## config.mk

```make
export PLATFORM = sky130hd
export DESIGN_NAME = flash_test_seq
export DESIGN_NICKNAME = d
export VERILOG_FILES = /design/src/rtl/flash_test_pkg.sv /design/src/rtl/flash_wdog.sv /design/src/rtl/flash_test_seq.sv
export SDC_FILE = /design/constraint.sdc
export NUM_CORES = 1
export LEC_CHECK = 0
export CAP_MARGIN = 20
export CORE_MARGIN = 5
export CORE_UTILIZATION = 50
export DETAILED_ROUTE_END_ITERATION = 6
export PLACE_DENSITY = 0.77
export SLEW_MARGIN = 20
export SYNTH_ARGS = -nofsm -noshare
export SYNTH_HDL_FRONTEND = slang
export SYNTH_SLANG_ARGS = --single-unit
```

## constraint.sdc

```tcl
create_clock -name sys_clk -period 5.37 [get_ports sys_clk]
set_input_delay 0.537 -clock sys_clk [delete_from_list [all_inputs] [get_ports sys_clk]]
set_output_delay 0.537 -clock sys_clk [all_outputs]
set_load 0.05 [all_outputs]
```

## src/rtl/flash_test_pkg.sv

```systemverilog
// Shared state encoding and default parameter values for the flash self-test sequencer.
package flash_test_pkg;

  typedef enum logic [2:0] {
    ST_IDLE  = 3'd0,
    ST_ERASE = 3'd1,
    ST_WRITE = 3'd2,
    ST_READ  = 3'd3,
    ST_DONE  = 3'd4
  } state_t;

  localparam logic [23:0] DEF_BASE_ADDR = 24'h1a0000;
  localparam logic [7:0]  DEF_LEN       = 8'd16;
  localparam logic [7:0]  DEF_SEED      = 8'h00;
  localparam logic [27:0] DEF_TIMEOUT   = 28'hFFFFFFF;

endpackage

```

## src/rtl/flash_wdog.sv

```systemverilog
// Watchdog for one flash operation: counts enabled cycles from the last clear
// and flags terminal count on the cycle that completes TIMEOUT cycles.
module flash_wdog
  import flash_test_pkg::*;
#(
  parameter logic [27:0] TIMEOUT = DEF_TIMEOUT
) (
  input  logic clk,
  input  logic rst_n,
  input  logic clr,
  input  logic en,
  output logic tc
);

  logic [27:0] cnt;

  // tc is raised during the TIMEOUT-th enabled cycle so the caller can leave on that edge
  assign tc = en && ((cnt + 28'd1) >= TIMEOUT);

  // Cycle counter; clear has priority, counting stops once terminal count is reached
  always_ff @(posedge clk or negedge rst_n) begin
    if (!rst_n) begin
      cnt <= '0;
    end else if (clr) begin
      cnt <= '0;
    end else if (en && !tc) begin
      cnt <= cnt + 28'd1;
    end
  end

endmodule

```

## src/rtl/flash_test_seq.sv

```systemverilog
// Flash self-test sequencer: erases one sector, writes a counting pattern,
// reads it back and reports mismatches, missing bytes and watchdog aborts.
module flash_test_seq
  import flash_test_pkg::*;
#(
  parameter logic [23:0] BASE_ADDR = DEF_BASE_ADDR,
  parameter logic [7:0]  LEN       = DEF_LEN,
  parameter logic [7:0]  SEED      = DEF_SEED,
  parameter logic [27:0] TIMEOUT   = DEF_TIMEOUT
) (
  input  logic        sys_clk,
  input  logic        rst_n,
  input  logic        start,
  output logic        busy,
  output logic        done,
  output logic        pass,
  output logic        timeout,
  output logic [7:0]  err_cnt,
  output logic [23:0] first_err_addr,
  output logic        flash_sector_erase,
  output logic        flash_write,
  output logic        flash_read,
  input  logic        flash_sector_erase_ack,
  input  logic        flash_write_ack,
  input  logic        flash_read_ack,
  output logic [23:0] flash_addr,
  output logic [7:0]  flash_size,
  input  logic        flash_write_data_req,
  output logic [7:0]  flash_write_data_in,
  input  logic        flash_read_data_valid,
  input  logic [7:0]  flash_read_data_out
);

  function automatic logic [7:0] sat_add8(input logic [7:0] a, input logic [8:0] b);
    logic [9:0] s;
    s = {2'b00, a} + {1'b0, b};
    return (s > 10'd255) ? 8'hFF : s[7:0];
  endfunction

  state_t     state;
  logic [7:0] wr_idx;
  logic [7:0] rd_idx;

  logic       erase_ack_ok;
  logic       write_ack_ok;
  logic       read_ack_ok;
  logic       leave;
  logic       wd_en;
  logic       wd_clr;
  logic       wd_tc;
  logic       wd_fire;
  logic       rd_take;
  logic       rd_bad;
  logic [8:0] rd_after;
  logic [8:0] miss;
  logic [7:0] err_after_cmp;
  logic [7:0] err_after_ack;

  assign flash_addr          = BASE_ADDR;
  assign flash_size          = LEN;
  assign flash_write_data_in = SEED + wr_idx;

  // Acks only count in the state that issued the matching request
  assign erase_ack_ok = (state == ST_ERASE) && flash_sector_erase_ack;
  assign write_ack_ok = (state == ST_WRITE) && flash_write_ack;
  assign read_ack_ok  = (state == ST_READ)  && flash_read_ack;

  assign wd_en   = (state == ST_ERASE) || (state == ST_WRITE) || (state == ST_READ);
  assign wd_fire = wd_tc && !(erase_ack_ok || write_ack_ok || read_ack_ok);
  assign leave   = erase_ack_ok || write_ack_ok || read_ack_ok || wd_tc;
  // Clearing on every exit means each operation state starts with a fresh count
  assign wd_clr  = (state == ST_IDLE) || leave;

  // Read-back scoring; a valid in the ack cycle is scored before missing bytes are added
  assign rd_take       = (state == ST_READ) && flash_read_data_valid && (rd_idx < LEN);
  assign rd_bad        = rd_take && (flash_read_data_out != (SEED + rd_idx));
  assign rd_after      = {1'b0, rd_idx} + {8'd0, rd_take};
  assign miss          = (rd_after < {1'b0, LEN}) ? ({1'b0, LEN} - rd_after) : 9'd0;
  assign err_after_cmp = rd_bad ? sat_add8(err_cnt, 9'd1) : err_cnt;
  assign err_after_ack = sat_add8(err_after_cmp, miss);

  flash_wdog #(
    .TIMEOUT (TIMEOUT)
  ) u_wdog (
    .clk   (sys_clk),
    .rst_n (rst_n),
    .clr   (wd_clr),
    .en    (wd_en),
    .tc    (wd_tc)
  );

  // Sequencer FSM with registered requests, status and result outputs
  always_ff @(posedge sys_clk or negedge rst_n) begin
    if (!rst_n) begin
      state              <= ST_IDLE;
      busy               <= 1'b0;
      done               <= 1'b0;
      pass               <= 1'b0;
      timeout            <= 1'b0;
      err_cnt            <= '0;
      first_err_addr     <= '0;
      flash_sector_erase <= 1'b0;
      flash_write        <= 1'b0;
      flash_read         <= 1'b0;
      wr_idx             <= '0;
      rd_idx             <= '0;
    end else begin
      done <= 1'b0;
      case (state)
        ST_IDLE: begin
          if (start) begin
            state          <= ST_ERASE;
            busy           <= 1'b1;
            pass           <= 1'b0;
            timeout        <= 1'b0;
            err_cnt        <= '0;
            first_err_addr <= '0;
            wr_idx         <= '0;
            rd_idx         <= '0;
          end
        end
        ST_ERASE: begin
          // Request rises one cycle after entry and falls on the exit edge
          flash_sector_erase <= !leave;
          if (erase_ack_ok) state <= ST_WRITE;
        end
        ST_WRITE: begin
          flash_write <= !leave;
          if (flash_write_data_req && (wr_idx < (LEN - 8'd1))) wr_idx <= wr_idx + 8'd1;
          if (write_ack_ok) state <= ST_READ;
        end
        ST_READ: begin
          flash_read <= !leave;
          if (rd_take) rd_idx <= rd_idx + 8'd1;
          if (rd_bad && (err_cnt == 8'd0)) first_err_addr <= BASE_ADDR + {16'd0, rd_idx};
          err_cnt <= read_ack_ok ? err_after_ack : err_after_cmp;
          if (read_ack_ok) begin
            state <= ST_DONE;
            busy  <= 1'b0;
            done  <= 1'b1;
            pass  <= (err_after_ack == 8'd0);
          end
        end
        ST_DONE: begin
          state <= ST_IDLE;
        end
        default: begin
          state <= ST_IDLE;
        end
      endcase
      // Watchdog abort overrides whatever the state branch decided
      if (wd_fire) begin
        state   <= ST_DONE;
        busy    <= 1'b0;
        done    <= 1'b1;
        pass    <= 1'b0;
        timeout <= 1'b1;
      end
    end
  end

endmodule

```

Word level (Yosys, flattened, before mapping)

Cells that the tools add are included.

Word-level logic and storage cells: 110
Input bits: 16
Register bits: 86

Reductions and logical operators: 36
Order comparisons: 6
Add/sub/neg operators: 8
Mux-type cells: 35
Equal/unequal tests: 12

Operator list:

| operator              | count |
|---|---|
| $mux 28               | 2 |
| $mux 8                | 7 |
| $mux 24               | 2 |
| $pmux 24 s2           | 1 |
| $pmux 8 s2            | 3 |
| $add 28x1->28 const B | 1 |
| $ge 28x28->1 const B  | 1 |
| $add 21x8->22 const A | 1 |
| $add 8x1->8 const B   | 2 |
| $logic_not 8->1       | 2 |
| $mux 3                | 5 |
| $ne 3x3->1 const B    | 4 |
| $pmux 3 s4            | 1 |
| $reduce_and 3->1      | 4 |
| $logic_and 1x1->1     | 11 |
| $mux 1                | 11 |
| $add 8x9->10          | 1 |
| $gt 10x8->1 const B   | 1 |
| $reduce_bool 2->1     | 5 |
| $add 8x1->9           | 1 |
| $add 8x1->9 const B   | 1 |
| $gt 9x8->1 const B    | 1 |
| $lt 9x5->1 const B    | 1 |
| $mux 9                | 1 |
| other kinds (15)      | 27 |

Longest topological paths before layout

Depth after elaboration: 13
Gate-level depth with buffers: 23
Mapped depth without buffers: 20

Hierarchy

A second synthesis with hierarchy kept.

Cell total of the unflattened synthesis: 708
Area total of the unflattened synthesis: 5903.2 µm²

By module, submodules not included:

| module         | area an instance (µm²) | cells an instance | instances |
|---|---|---|---|
| flash_test_seq | 3514.6                 | 419               | 1 |
| flash_wdog     | 2388.5                 | 289               | 1 |

Worst setup path after synthesis

OpenSTA, ideal clock, no wires.

Path kind: register to register
Start: register state[1]
End: register err_cnt[3]
Required time: 5.248 ns
Setup time: 0.122 ns
Clock period less this slack: 4.552 ns
Arrival: 4.430 ns
Path buffers: 5
Path slack: 0.818 ns
Stages on the path, launching flop included: 24
Cells stage by stage: dfrtp_1 -> clkbuf_1 -> clkbuf_1 -> and3_1 -> clkbuf_1 -> and4_1 -> ha_1 -> ha_1 -> clkbuf_1 -> nor3_1 -> a31o_2 -> a21oi_1 -> or2_2 -> clkbuf_1 -> nor2_1 -> ha_1 -> fa_1 -> a211oi_1 -> nand2b_1 -> nand2_1 -> a31o_2 -> mux2_2 -> o221ai_1 -> nand2_1

Cells in the longest elaborated chain, start to end: 11

RTL lines:

| what                                      | line                                                              | RTL |
|---|---|---|
| start, declared                           | flash_test_seq.sv:40                                              | `state_t state;` |
| start signal, assigned                    | flash_test_seq.sv:95                                              | `state <= ST_IDLE;` |
| start signal, assigned                    | flash_test_seq.sv:112                                             | `state <= ST_ERASE;` |
| start signal, assigned                    | flash_test_seq.sv:125                                             | `if (erase_ack_ok) state <= ST_WRITE;` |
| $eq 3x2->1                                | flash_test_seq.sv:66, flash_test_seq.sv:75, flash_test_seq.sv:109 |  |
| $logic_and 1x1->1 (2 in a row)            | flash_test_seq.sv:75                                              | `assign rd_take = (state == ST_READ) && flash_read_data_valid && (rd_idx < LEN);` |
| $add 8x1->9                               | flash_test_seq.sv:77                                              | `assign rd_after = {1'b0, rd_idx} + {8'd0, rd_take};` |
| $sub 5x9->9 or $lt 9x5->1 (tied branches) | flash_test_seq.sv:78                                              | `assign miss = (rd_after < {1'b0, LEN}) ? ({1'b0, LEN} - rd_after) : 9'd0;` |
| $mux 9                                    | flash_test_seq.sv:78                                              |  |
| $add 8x9->10                              | flash_test_seq.sv:36                                              | `s = {2'b00, a} + {1'b0, b};` |
| $gt 10x8->1                               | flash_test_seq.sv:37                                              | `return (s > 10'd255) ? 8'hFF : s[7:0];` |
| $mux 8                                    | flash_test_seq.sv:37                                              |  |
| $mux 8                                    | flash_test_seq.sv:136                                             | `err_cnt <= read_ack_ok ? err_after_ack : err_after_cmp;` |
| $pmux 8 s2                                | flash_test_seq.sv:109                                             | `case (state)` |
| end signal, assigned                      | flash_test_seq.sv:136                                             |  |
| end, declared                             | flash_test_seq.sv:18                                              | `output logic [7:0] err_cnt,` |

Several ways; a longest one is shown, not always the timed one.
A chain may end at the register's enable or synchronous reset.

Worst setup path after layout

Start: register state[1]
End: register err_cnt[1]

The elaborated chain is that of the path after synthesis.

==> results.py <==
metrics = {
    "setup_path": {
        "worstSetupPathType": "reg -> reg",
        "worstPathRequired_ps": 5600,
        "cp_top_family": "simple AND/OR/NAND/NOR gates",
        "reg2reg_to": "err_cnt[1]",
        "end_kind": "register",
        "cp_cell_sequence": "and3_1 -> and4_1 -> ha_1 -> ha_1 -> inv_1 -> ha_1 -> nor3_1 -> a21oi_1 -> or2_2 -> nor2_1 -> ha_1 -> a21o_1 -> a211o_1 -> and2_1 -> nand3b_1 -> mux2_2 -> o221ai_1 -> nand2_1",
        "slowest_stage": "dfrtp_1",
        "critPathBufInv": 1,
        "rrSetupSlack_ps": 680,
        "arrival_ps": 4920,
        "rr_worst_depth": 18,
        "startpoint_type": "register",
        "cpMostUsedCell": "ha_1",
        "critical_path.max_fanout": 15,
        "max_stage_delay_ps": 610,
        "timing.rr.start": "state[1]",
    },
    "logic_synthesis": {
        "synth_ff_type": "dfrtp_1",
        "synth_top_area_frac": 0.344,
        "ys_warn_count": 0,
        "seq_area_frac_synth": 0.344,
        "ys_types": 67,
        "yosysTopAreaCell": "dfrtp_1",
        "syn_area_um2": 5160,
        "ys_top_cells_by_area": "dfrtp_1 34%, buf_4 7.3%, nand2_1 4.8%",
        "synth_seq_cells": 71,
        "synth_edf_count": 0,
        "ys_top_cells_by_count": "71 x dfrtp_1, 66 x nand2_1, 50 x buf_4, 43 x nor2_1, 28 x nand3_1",
        "synth.avg_cell_area_um2": 8.55,
        "yosysMostFrequentCell": "dfrtp_1",
        "async_flop_share": 1.00,
        "syn_inst": 604,
    },
    "drt": {
        "post_drt_via_cell_ratio": 5.79,
        "routed-via-count": 4470,
        "dr.pass1.iters": 5,
        "drc": 0,
        "drt-total-wl_mm": 12.5,
        "wire_per_inst_um": 16.3,
        "drtIter0Drc": 298,
        "drt.antenna.violating_nets": 0,
    },
    "timing": {
        "period_share": 0.874,
        "max_freq_mhz": 213,
        "min_period_ps": 4690,
        "relSlewSlack": 0.264,
        "fin_skew_ps": 11.5,
        "rsz0062_at_grt": "false",
        "tns_ps": 0,
        "slew_violations": 0,
        "hold_viol": 0,
        "finalSetupViolCount": 0,
        "tightestPinTransition_ps": 1090,
    },
    "cts": {
        "root_buffer": "clkbuf_8",
        "clk_path_buf_depth": 2,
        "htreeDepth": 3,
        "holdBufCountCts": 0,
        "clock-sinks": 71,
        "tritoncts": "done",
        "cts.repair.resized": 0,
        "path_clk_slew_ps": 80,
        "clock_latency_ps": 360,
        "cts_setup_buffers": 0,
        "cts_buffers": 9,
    },
    "grt": {
        "grt_pass1_wl_mm": 21.2,
        "grtUsageTotal": 0.204,
        "antenna_found_initial": 0,
        "grt_pass1_vias": 4280,
        "grt_overflow_total": 0,
        "grt_max_degree": 72,
    },
    "pwr": {
        "cellLeakagePower_uw": 0.00253,
        "pwr_density_cell_nw_per_um2": 465,
        "vdd_ir_drop_max_mv": 0.256,
    },
    "die": {
        "start_util": 0.507,
        "io_pins": 95,
        "die_y_um": 112,
        "dieWidth_um": 112,
        "die_area_um2": 12500,
        "core_um2": 10200,
        "rows": 37,
    },
    "status": {
        "outcome": "finished clean",
    },
    "cells_and_area": {
        "fillers": 922,
        "layout-drive-gt1-share": 0.0566,
        "n_antenna_cell": 0,
        "fin_util": 0.560,
        "nets": 666,
        "area_growth_pct": 10.5,
    },
    "hold_path": {
        "hold_class": "in -> async",
    },
    "place": {
        "dpl.hpwl_mm": 9.20,
        "io_buffers": 49,
        "place.gp.congestion": 0.927,
    },
    "job": {
        "cap_violations": 0,
    },
}
## cell families after synthesis
| kind of cell | count (synthesis) | synth area share |
|---|---|---|
| other | 2 | 0.00145 |
| AOI/OAI and AO/OA | 125 | 0.166 |
| muxes | 6 | 0.0126 |
| xor gates and xnor gates | 33 | 0.0560 |
| DFF | 71 | 0.344 |
| buffers and inverters | 97 | 0.115 |
| and+or+nand+nor | 251 | 0.258 |
| adders and majority gates | 19 | 0.0475 |
## per-layer routing
| layer | wire, µm | track usage | share of wire | vias to the layer above |
|---|---|---|---|---|
| met3 | 784 | 0.0418 | 0.062 | 30 |
| met5 | 0 | 0 | 0 | - |
| met4 | 366 | 0.0941 | 0.029 | 0 |
| li1 | - | - | - | 2134 |
| met1 | 5710 | 0.278 | 0.46 | 2152 |
| met2 | 5680 | 0.314 | 0.45 | 154 |
## placed cells by master (no fill, tap or decap), drive strengths merged, types with 5 or more instances in the layout
master | Yosys | routed
nand2 | 66 | 66
nand2b | 9 | 9
clkdlybuf4s50 | 0 | 48
o22ai | 5 | 5
a211oi | 5 | 5
buf | 60 | 7
a21oi | 20 | 20
and3 | 6 | 6
inv | 13 | 13
xnor2 | 19 | 19
ha | 18 | 18
nor3 | 18 | 18
xor2 | 14 | 14
a211o | 11 | 11
nor4 | 12 | 12
conb | 2 | 47
nor2 | 44 | 44
o31ai | 10 | 10
clkbuf | 24 | 11
nand4 | 15 | 15
or3 | 6 | 6
nand3b | 6 | 6
dfrtp | 71 | 71
nand3 | 28 | 28
a21o | 9 | 9
o21ai | 28 | 28
and2 | 18 | 18
## how the worst max path moves through the flow
stage / depth (start not counted) / startpoint / slack, ps / end
2_1_floorplan: 23 / state[1] / 820 / err_cnt[3]
3_3_place_gp: 16 / flash_read_data_valid / 800 / err_cnt[3]
3_5_place_dp: 16 / flash_read_data_valid / 670 / err_cnt[1]
4_1_cts: 18 / state[1] / 730 / err_cnt[1]
5_1_grt: 17 / state[1] / 460 / err_cnt[1]
6_report: 18 / state[1] / 680 / err_cnt[1]
## area by class of cell
class | instances | area [µm²] | share of cell area
multi-input combinational | 481 | 2970 | 0.520
tap | 136 | 170 | 0.0298
clock inverter | 5 | 82.6 | 0.0145
sequential | 71 | 1780 | 0.311
timing repair buffer | 55 | 533 | 0.0934
inverter | 13 | 48.8 | 0.00855
clock buffer | 11 | 131 | 0.0230
## flip-flops by register name, summed over array words and instances (netlist names), 3 cells and up
| signal | flops |
|---|---|
| u_wdog.cnt | 28 |
| first_err_addr | 9 |
| err_cnt | 8 |
| rd_idx | 8 |
| wr_idx | 8 |
| state | 3 |
## per-stage QoR
stage	hold WS, ps	power [µW]	area, µm²	instances	worst slack [ps]
floorplan	241	1830	5330	649	818
global placement	460	2160	5490	756	798
detailed placement	469	2180	5490	756	675
CTS	342	2660	5710	772	725
global route	382	2840	5710	772	462
finish	299	2660	5710	772	678
## report_power, final
part / total (µW) / internal, µW / switching (µW)
logic: 1430 / 497 / 934
clock network: 467 / 263 / 204
registers: 758 / 614 / 144
Power figures use the tool's default switching activity.
